[src/rtl/nn_weight_loader.sv]
// nn_weight_loader: packs a stream of signed weights into RAM words written at consecutive addresses
module nn_weight_loader #(
   parameter int WWIDTH   = 8,
   parameter int NWEIGHTS = 32,
   parameter int AW       = 4,
   parameter int DW       = WWIDTH * NWEIGHTS
) (
   input  logic              clk,
   input  logic              reset,
   input  logic              start,
   input  logic [AW-1:0]     base_addr,
   input  logic [AW:0]       num_words,
   input  logic [WWIDTH-1:0] in_data,
   input  logic              in_valid,
   output logic              in_ready,
   output logic [AW-1:0]     mem_addr,
   output logic [DW-1:0]     mem_wdata,
   output logic              mem_we,
   output logic              busy,
   output logic              done,
   output logic [WWIDTH-1:0] checksum
);
   localparam int BW = NWEIGHTS > 1 ? $clog2(NWEIGHTS) : 1;
   typedef enum logic [1:0] {IDLE, FILL, WRITE, DONE} state_t;
   state_t state, state_nx;
   logic [AW-1:0] base, word_idx;
   logic [AW:0] nwords;
   logic [BW-1:0] beat;
   logic [DW-1:0] fill_q, fill_nx;
   logic accept, last_beat, last_word;
   assign accept    = in_valid && in_ready;
   assign last_beat = accept && beat == BW'(NWEIGHTS - 1);
   assign last_word = {1'b0, word_idx} == nwords - (AW+1)'(1);
   always_ff @(posedge clk)
      if (reset) state <= IDLE;
      else state <= state_nx;
   always_comb begin
      state_nx = state;
      case (state)
         IDLE:    if (start) state_nx = num_words == '0 ? DONE : FILL;
         FILL:    if (last_beat) state_nx = WRITE;
         WRITE:   state_nx = last_word ? DONE : FILL;
         default: state_nx = IDLE;
      endcase
   end
   always_comb begin
      in_ready = state == FILL;
      mem_we   = state == WRITE;
      busy     = state != IDLE;
      done     = state == DONE;
   end
   // The word is assembled in a separate buffer so mem_wdata only changes when a word completes
   always_comb begin
      fill_nx = fill_q;
      fill_nx[beat*WWIDTH +: WWIDTH] = in_data;
   end
   always_ff @(posedge clk)
      if (reset) begin
         base      <= '0;
         nwords    <= '0;
         word_idx  <= '0;
         beat      <= '0;
         fill_q    <= '0;
         mem_addr  <= '0;
         mem_wdata <= '0;
         checksum  <= '0;
      end else begin
         if (state == IDLE && start) begin
            base     <= base_addr;
            nwords   <= num_words;
            word_idx <= '0;
            beat     <= '0;
            checksum <= '0;
         end
         if (accept) begin
            fill_q   <= fill_nx;
            beat     <= beat + BW'(1);
            checksum <= checksum + in_data;
         end
         if (last_beat) begin
            mem_wdata <= fill_nx;
            mem_addr  <= base + word_idx;
            beat      <= '0;
         end
         if (state == WRITE && !last_word) word_idx <= word_idx + AW'(1);
      end
endmodule
[config.mk]
export PLATFORM = sky130hd
export DESIGN_NAME = nn_weight_loader
export DESIGN_NICKNAME = d
export VERILOG_FILES = /design/src/rtl/nn_weight_loader.sv
export SDC_FILE = /design/constraint.sdc
export NUM_CORES = 1
export LEC_CHECK = 0
export CAP_MARGIN = 40
export CORE_ASPECT_RATIO = 0.7
export CORE_MARGIN = 2
export CORE_UTILIZATION = 55
export DETAILED_ROUTE_END_ITERATION = 8
export PLACE_DENSITY_LB_ADDON = 0.05
export SETUP_SLACK_MARGIN = 0.1
export SLEW_MARGIN = 10
export SYNTH_ARGS = -nofsm -noshare
export SYNTH_HDL_FRONTEND = slang
export SYNTH_SLANG_ARGS = --single-unit
[constraint.sdc]
create_clock -name clk -period 5.85 [get_ports clk]
set_input_delay 1.755 -clock clk [delete_from_list [all_inputs] [get_ports clk]]
set_output_delay 1.755 -clock clk [all_outputs]
set_load 0.005 [all_outputs]
# After elaboration in Yosys (flattened, before gate mapping)
# Index checks and enable logic that the tools add are counted.
# totals
regBits,544
inputBits,21
output_inout_bits,272
wordCells,48
# op_classes
n_addsub,6
eq_ne,7
shift,2
mux,12
reduce_logical,12
# op_table
cell,n
bitwise mux 256 bit,1
"variable shift 8 x 34 -> 256 bit, first input constant",1
indexed part select 8 x 34 -> 256 bit,1
negator 8 -> 34 bit,1
two-way mux 8 bit,2
two-way mux 5 bit,2
adder 8 bit,1
two-way mux 2 bit,4
two-way mux 4 bit,2
case mux 2 bit (3 select lines),1
nonzero test 2 bit,3
"adder 5 x 1 -> 5 bit, second input constant",1
== test 4 x 5 -> 1 bit,1
"== test 5 bit, second input constant",1
zero test 5 bit,1
"subtractor 5 x 1 -> 5 bit, second input constant",1
"adder 4 x 1 -> 4 bit, second input constant",1
adder 4 bit,1
"== test 2 bit, second input constant",2
logical AND 1 bit,4
"== test 2 x 1 -> 1 bit, second input constant",1
zero test 2 bit,1
"inequality test 2 x 1 -> 1 bit, second input constant",1
"inequality test 2 bit, second input constant",1
3 further kinds,3

# Depth between registers and ports, before layout
# Gate-level depths: netlist of run 1.
# logic_depth
word_depth,5
ltp_mapped,13
depth_no_buf,10

# Worst setup path after synthesis of run 1
# Ideal clock, no wire load.
# synth_timing
kind,input to register
startpoint,input port in_data[0]
endpoint,register checksum[6]
setup_time_ns,0.130
arrival_time_ns,3.152
required_ns,5.720
setup_slack_ns,2.568
stages,8
path_buffers,0
path_cell_list,ha_1 fa_1 a21o_1 a21oi_1 o21bai_1 a21oi_1 xor2_1 o31ai_1
# synth_via
elab_chain_cells,2
# synth_rtl
element,line_no,source
"start, declared",13,"input logic [WWIDTH-1:0] in_data,"
adder 8 bit,78,checksum <= checksum + in_data;
two-way mux 8 bit,75,if (accept) begin
"end signal, assigned",78,
"end, declared",21,output logic [WWIDTH-1:0] checksum
# No other way between the ends.
# A chain may end at the register's enable or synchronous reset.

# Worst setup path in the final report of run 1
# layout_timing
startpoint,register beat[0]
endpoint,register fill_q[98]
# layout_via
elab_chain_cells,3
elab_cells_between_ends,4
classes_between,1 x add/sub; 2 x shift; 1 x mux
# layout_rtl
element,line_no,source
"start, declared",28,logic [BW-1:0] beat;
"start signal, assigned",77,beat <= beat + BW'(1);
negator 8 -> 34 bit (*),55,fill_nx[beat*WWIDTH +: WWIDTH] = in_data;
indexed part select 8 x 34 -> 256 bit or variable shift 8 x 34 -> 256 bit (tied branches),55,
bitwise mux 256 bit (*),55,
"end signal, assigned",76,fill_q <= fill_nx;
"end, declared",29,"logic [DW-1:0] fill_q, fill_nx;"
# Mark *: on every way between the ends. The rest lies on a longest branch, timed or not.

==> results of run 1 <==
## how the worst max path moves through the flow
stage | startpoint | endpoint | slack, ps | cells past startpoint
final | beat[0]$_SDFFE_PP0P_ | fill_q[98]$_SDFFE_PP0P_ | 1870 | 9
after global routing | in_valid | fill_q[189]$_SDFFE_PP0P_ | 1640 | 7
after CTS | in_valid | fill_q[246]$_SDFFE_PP0P_ | 1800 | 7
after detailed placement | in_valid | fill_q[246]$_SDFFE_PP0P_ | 1230 | 7
after global placement | in_valid | fill_q[246]$_SDFFE_PP0P_ | 1280 | 7
after floorplan | in_data[0] | checksum[6]$_SDFFE_PP0P_ | 2570 | 8
## power breakdown
part | switching [mW] | leakage, nW | total, mW | internal [mW]
registers | 0.0102 | 4.38 | 3.72 | 3.71
logic | 0.223 | 5.80 | 0.304 | 0.0811
clock network | 1.40 | 0.780 | 3.23 | 1.83
total | 1.63 | 11.0 | 7.25 | 5.62
## flip-flops by register name (all words and copies together), names as in the netlist, 4 cells and up
| name | cells |
|---|---|
| base | 4 |
| beat | 5 |
| checksum | 8 |
| fill_q | 256 |
| mem_addr | 4 |
| mem_wdata | 256 |
| nwords | 5 |
| word_idx | 4 |
## area by class of cell
class	count	share of cell area
flip-flops and latches	544	0.402
multi-input cells	1717	0.386
repair buffers	336	0.124
clock buffers	71	0.0533
well taps	535	0.0247
clock inverters	11	0.00495
inverters	28	0.00388
## per-stage QoR
step | total power [mW] | std cells
2_1_floorplan | 3.99 | 2481
3_3_place_gp | 4.08 | 3142
3_5_place_dp | 4.10 | 3159
4_1_cts | 7.28 | 3241
5_1_grt | 7.44 | 3242
6_report | 7.25 | 3242
## critical path, delay by kind of cell (launching register included)
kind / cells / cell delay, ps
compound gates: 1 / 530
mux: 1 / 260
flops: 1 / 750
fa+ha+maj: 2 / 710
simple gates: 4 / 1430
buf+inv: 1 / 140
## logic make-up (layout without fill, tap and decap cells)
logic type | Yosys count | after routing | share of synthesized area
xor+xnor | 15 | 15 | 0.00592
simple gates | 899 | 899 | 0.184
compound gates | 451 | 451 | 0.118
fa+ha+maj | 18 | 18 | 0.0108
mux | 334 | 334 | 0.151
buf+inv | 220 | 446 | 0.0404
flops | 544 | 544 | 0.491
## cells in the mapped netlist, types with 7 or more instances
cell,instances,area (um^2)
a32oi_1,16,140
ha_1,16,200
inv_1,28,105
clkbuf_1,157,589
and2_0,7,43.8
nor3_1,19,95.1
nand2_1,405,1520
nor2_1,238,893
mux2i_1,334,3340
o21ai_1,73,365
nand2_2,18,113
xnor2_1,10,87.6
a21oi_1,125,626
buf_2,26,130
nand3_1,101,505
a22oi_1,55,413
dfxtp_1,544,10900
a222oi_1,16,160
o21ai_0,142,711
and3_1,23,144
nor3_4,12,195
and2_1,33,206
## per-layer routing
layer	share of wire	vias up	wire length [um]
met3	0.074	112	4820
li1	-	8896	-
met1	0.45	9053	29000
met5	0	-	0
met4	0.024	0	1580
met2	0.45	677	29600
==> results.md, run 1 <==
- Cells on Worst Hold Path: 2
- CTS Buffer Depth: 3
- GP Congestion: 0.871
- MaxCap Viol Count: 0
- Share of cells above drive strength 1: 0.0632
- CTS Buf Count: 50
- Remaining Overflow, GRT: 0
- Clock transition at the registers of the reported paths: 60 ps
- Number of diodes: 0
- Detailed Route WL: 65000 um
- Worst clock skew: 12.2 ps
- Clk sinks: 544
- DR vias: 18700
- Pwr dens: 268 mW/mm^2
- Synthesized flop and latch total: 544
- Sequential area share after synthesis: 0.491
- Area Growth Syn to Fin: 21.9%
- Worst-Skew Late Latency: 580 ps
- I/O pin count: 293
- Post-DP HPWL: 45300 um
- Leak: 11.0 nW
- Layout Nets: 2716
- CP cell instances: inv_1 > ha_1 > and2_1 > ha_1 > a211o_1 > nor3_1 > nand2_2 > mux2i_1 > nor2_1
- Area of the multi-input gates: 0.0105 mm^2
- Final setup vio count: 0
- Fin crit share: 0.680
- # Post-CTS Setup Buffers: 0
- Hold Fails Final Rpt: 0
- Crit-path max FO: 21
- Met3 usage: 0.0514
- Relative slew slack: 0.368
- Worst ir drop on vdd: 203 uV
- Most common cell after layout, fill and taps aside: dfxtp_1
- R2r endpoint: fill_q[98]$_SDFFE_PP0P_
- Ys async rst share: 0
- Pin count of the biggest net entering global routing: 189
- Routed Antenna Nets: 0
- Vias in the first global route: 17700
- Hold_sp: mem_wdata[156]$_SDFFE_PP0P_
- Max Slew Vio Count: 0
- Hold WC Path Type: reg2reg
- Final TNS setup: 0 ps
- Req. time, crit path: 6280 ps
- Synth Area per Inst: 8.95 um^2
- Unrepaired setup endpoints after global routing: false
- # port buffers: 292
- DR iter-0 viols: 1649
- Most Frequent Cell on Critical Path: ha_1
- DIE AREA: 0.0420 mm^2
- Worst setup path class: reg2reg
- FF-to-FF path depth: 9
- Post-CTS sizing: 0
- Worst stage delay on the critical path: 790 ps
- Post-route DRC: 0
- RR Startpoint: beat[0]$_SDFFE_PP0P_
- Startpoint Class: register
- Clock Tree Root: clkbuf_16
- TritonCTS clock tree: done
- Die X: 244 um
- First-pass GRT wire length: 100000 um
- Met2 GRT Util: 0.487
- Ys Warns: 0
- Starting Density: 0.558
- Most frequent cells in the layout: dfxtp_1, nand2_1, mux2i_1
- Final instance area: 0.0271 mm^2
- Synth cell types: 61
- Met1 usage: 0.419
- H-tree Lvls: 2
- Achievable Freq: 251 MHz
- Status: completed
- FP Rows: 61
- WHS Endpoint: mem_wdata[156]$_SDFFE_PP0P_
- CP max-delay cell: nor3_1
- Worst setup margin: 1870 ps
- Storage element area: 0.0109 mm^2
- Chip height: 172 um
- DR WL/cell: 20.1 um
- Finished Core Util: 0.681
- Reg2Reg Setup Slack: 1870 ps
- WP data arrival: 4410 ps
- Syn Inst Count: 2481
- # fillers: 3258
- Synth Net Count: 2520
- Synth Flop Type: dfxtp_1
- Initial DRT Pass Iterations: 6
- Worst-Margin Slew: 941 ps
- Cell Area, Synth: 0.0222 mm^2
- Pre-CTS setup slack: 1230 ps
- CP Capture Type: register
- EDFF count, synth: 0
- Minimum clock period: 3980 ps
- Min Hold Slack: 437 ps
- DP Area: 0.0255 mm^2
- CTS Hold Bufs: 0
- All-layer global routing usage: 0.302
- Antenna violations before repair: 6
- GRT busiest layer: met2
- DR vias/cell: 5.78
- Core box area: 0.0398 mm^2
Power figures use the tool's default switching activity.
==> inputs of run 2 (changes only) <==
--- a/config.mk
+++ b/config.mk
@@ -8,7 +8,7 @@
 export CAP_MARGIN = 40
 export CORE_ASPECT_RATIO = 0.7
 export CORE_MARGIN = 2
-export CORE_UTILIZATION = 55
+export CORE_UTILIZATION = 50
 export DETAILED_ROUTE_END_ITERATION = 8
 export PLACE_DENSITY_LB_ADDON = 0.05
 export SETUP_SLACK_MARGIN = 0.1
==> constraint.sdc (replaced) <==
create_clock -name clk -period 3.4 [get_ports clk]
set_input_delay 1.02 -clock clk [delete_from_list [all_inputs] [get_ports clk]]
set_output_delay 1.02 -clock clk [all_outputs]
set_load 0.005 [all_outputs]
==> results.md, run 2 (synthesized netlist as in run 1, its figures left out) <==
- DR WL/cell: 20.0 um
- Final instance area: 0.0277 mm^2
- Layout Nets: 2768
- Internal Power: 9.96 mW
- Antenna violations before repair: 2
- WHS Endpoint: mem_wdata[31]$_SDFFE_PP0P_
- FF-to-FF path depth: 9
- Starting Density: 0.508
- Sw power: 2.90 mW
- First-pass GRT wire length: 104000 um
- Pin count of the biggest net entering global routing: 156
- CP cell instances: inv_1 > ha_1 > and2_1 > ha_1 > a211o_1 > nor2_1 > nand2_1 > a32oi_1 > o21ai_0
- Req. time, crit path: 3860 ps
- Clock transition at the registers of the reported paths: 60 ps
- Sequential share of power: 0.498
- # fillers: 3677
- CP max-delay cell: nor2_1
- Core box area: 0.0437 mm^2
- Most Frequent Cell on Critical Path: ha_1
- Reg2Reg Setup Slack: 260 ps
- Worst stage delay on the critical path: 520 ps
- Crit-path max FO: 16
- Chip height: 180 um
- MaxCap Viol Count: 0
- All-layer global routing usage: 0.281
- Clock share of power: 0.459
- # Post-CTS Setup Buffers: 0
- Final TNS setup: 0 ps
- Clk sinks: 544
- H-tree Lvls: 2
- DR iter-0 viols: 1658
- Leak: 11.3 nW
- Final setup vio count: 0
- WP data arrival: 3600 ps
- Vias in the first global route: 17900
- Hold Fails Final Rpt: 0
- I/O pin count: 293
- Area Growth Syn to Fin: 24.7%
- Cells on Worst Hold Path: 2
- RR Startpoint: beat[0]$_SDFFE_PP0P_
- CTS Hold Bufs: 0
- Most frequent cells in the layout: dfxtp_1, nand2_1, mux2i_1
- Share of cells above drive strength 1: 0.0845
- TritonCTS clock tree: done
- Routed Antenna Nets: 0
- Pre-CTS setup slack: -50.8 ps
- WP buf/inv: 1
- CP Capture Type: register
- Hold_sp: mem_wdata[31]$_SDFFE_PP0P_
- Startpoint Class: register
- Status: completed
- Max Slew Vio Count: 0
- DR vias: 18900
- Minimum clock period: 3140 ps
- Worst setup margin: 258 ps
- DP Area: 0.0260 mm^2
- Unrepaired setup endpoints after global routing: false
- Hold WC Path Type: reg2reg
- Post-DP HPWL: 47200 um
- Gate power share: 0.044
- Initial DRT Pass Iterations: 6
- R2r endpoint: mem_wdata[19]$_SDFFE_PP0P_
- CTS Buffer Depth: 3
- Clock Tree Root: clkbuf_16
- Worst clock skew: 22.3 ps
- Worst-Margin Slew: 885 ps
- DR vias/cell: 5.62
- Largest regs: fill_q x256, mem_wdata x256, checksum x8
- Pwr dens: 464 mW/mm^2
- Relative slew slack: 0.408
- Worst setup path class: reg2reg
- Worst-Skew Late Latency: 590 ps
- Remaining Overflow, GRT: 0
- Detailed Route WL: 67200 um
- Achievable Freq: 318 MHz
- Net Sw Frac: 0.226
- Post-route DRC: 0
- Worst ir drop on vdd: 405 uV
- Number of diodes: 0
- FP Rows: 64
- Most common cell after layout, fill and taps aside: dfxtp_1
- DIE AREA: 0.0461 mm^2
- Die X: 256 um
- GP Congestion: 0.846
- # port buffers: 292
- CTS Buf Count: 51
- Critical path's top delay family: simple AND/OR/NAND/NOR gates
- Fin crit share: 0.924
-- run 2: cell count changes in the layout (fill, tap and decap cells not counted), moves of 4 or more --
cell,change
buf_4,+59
buf_12,+6
buf_6,-8
buf_8,-4
clkinv_2,+6
-- run 2: how the worst max path moves through the flow --
stage	start	end	slack (ps)	cells after the start
2_1_floorplan	beat[0]$_SDFFE_PP0P_	mem_wdata[44]$_SDFFE_PP0P_	720	11
3_3_place_gp	in_valid	fill_q[33]$_SDFFE_PP0P_	-30	7
3_5_place_dp	in_valid	fill_q[101]$_SDFFE_PP0P_	-50	7
4_1_cts	beat[0]$_SDFFE_PP0P_	mem_wdata[103]$_SDFFE_PP0P_	220	9
5_1_grt	beat[0]$_SDFFE_PP0P_	fill_q[165]$_SDFFE_PP0P_	140	10
6_report	beat[0]$_SDFFE_PP0P_	mem_wdata[19]$_SDFFE_PP0P_	260	9
-- run 2: power by group through the flow --
stage                     registers (mW)  logic [mW]  clock network (mW)
final                               6.40       0.560                5.90
after global placement              6.54       0.543                   0
after floorplan                     6.54       0.322                   0
after CTS                           6.40       0.553                5.97
after global routing                6.40       0.598                6.26
after detailed placement            6.54       0.551                   0
-- run 2: repair_timing --
item	in CTS	in global routing
endpoints found under the setup margin	0	1
gates resized for setup	0	1
endpoints found under the hold margin	0	0
-- run 2: routing by layer --
layer	global-route usage	part of all wire	vias up
li1	-	-	9008
met4	0.0739	0.022	2
met1	0.396	0.46	9158
met3	0.0412	0.067	95
met5	0	0.00013	-
met2	0.452	0.46	644
-- run 2: worst register-to-register path, stage by stage (launching register included) --
cell     delay (ps)
dfxtp_1         330
inv_1            60
ha_1            300
and2_1          190
ha_1            200
a211o_1         460
nor2_1          530
nand2_1         500
a32oi_1         340
o21ai_0         120
-- run 2: area by class of cell --
type / count / area [um^2] / share of cell area
Inverter: 28 / 105 / 0.00380
Timing Repair Buffer: 387 / 3760 / 0.136
Sequential cell: 544 / 10900 / 0.393
Clock inverter: 20 / 243 / 0.00877
Clock buffer: 72 / 1480 / 0.0534
Multi-Input combinational cell: 1717 / 10500 / 0.378
Tap cell: 594 / 743 / 0.0268
-- run 2: per-stage QoR --
stage | std cells | hold slack, ps | total power [mW] | util
after floorplan | 2481 | 435 | 6.86 | -
after global placement | 3270 | 436 | 7.09 | 0.594
after detailed placement | 3270 | 432 | 7.10 | 0.594
after CTS | 3362 | 441 | 12.9 | 0.633
after global routing | 3362 | 467 | 13.3 | 0.633
final | 3362 | 439 | 12.9 | 0.633
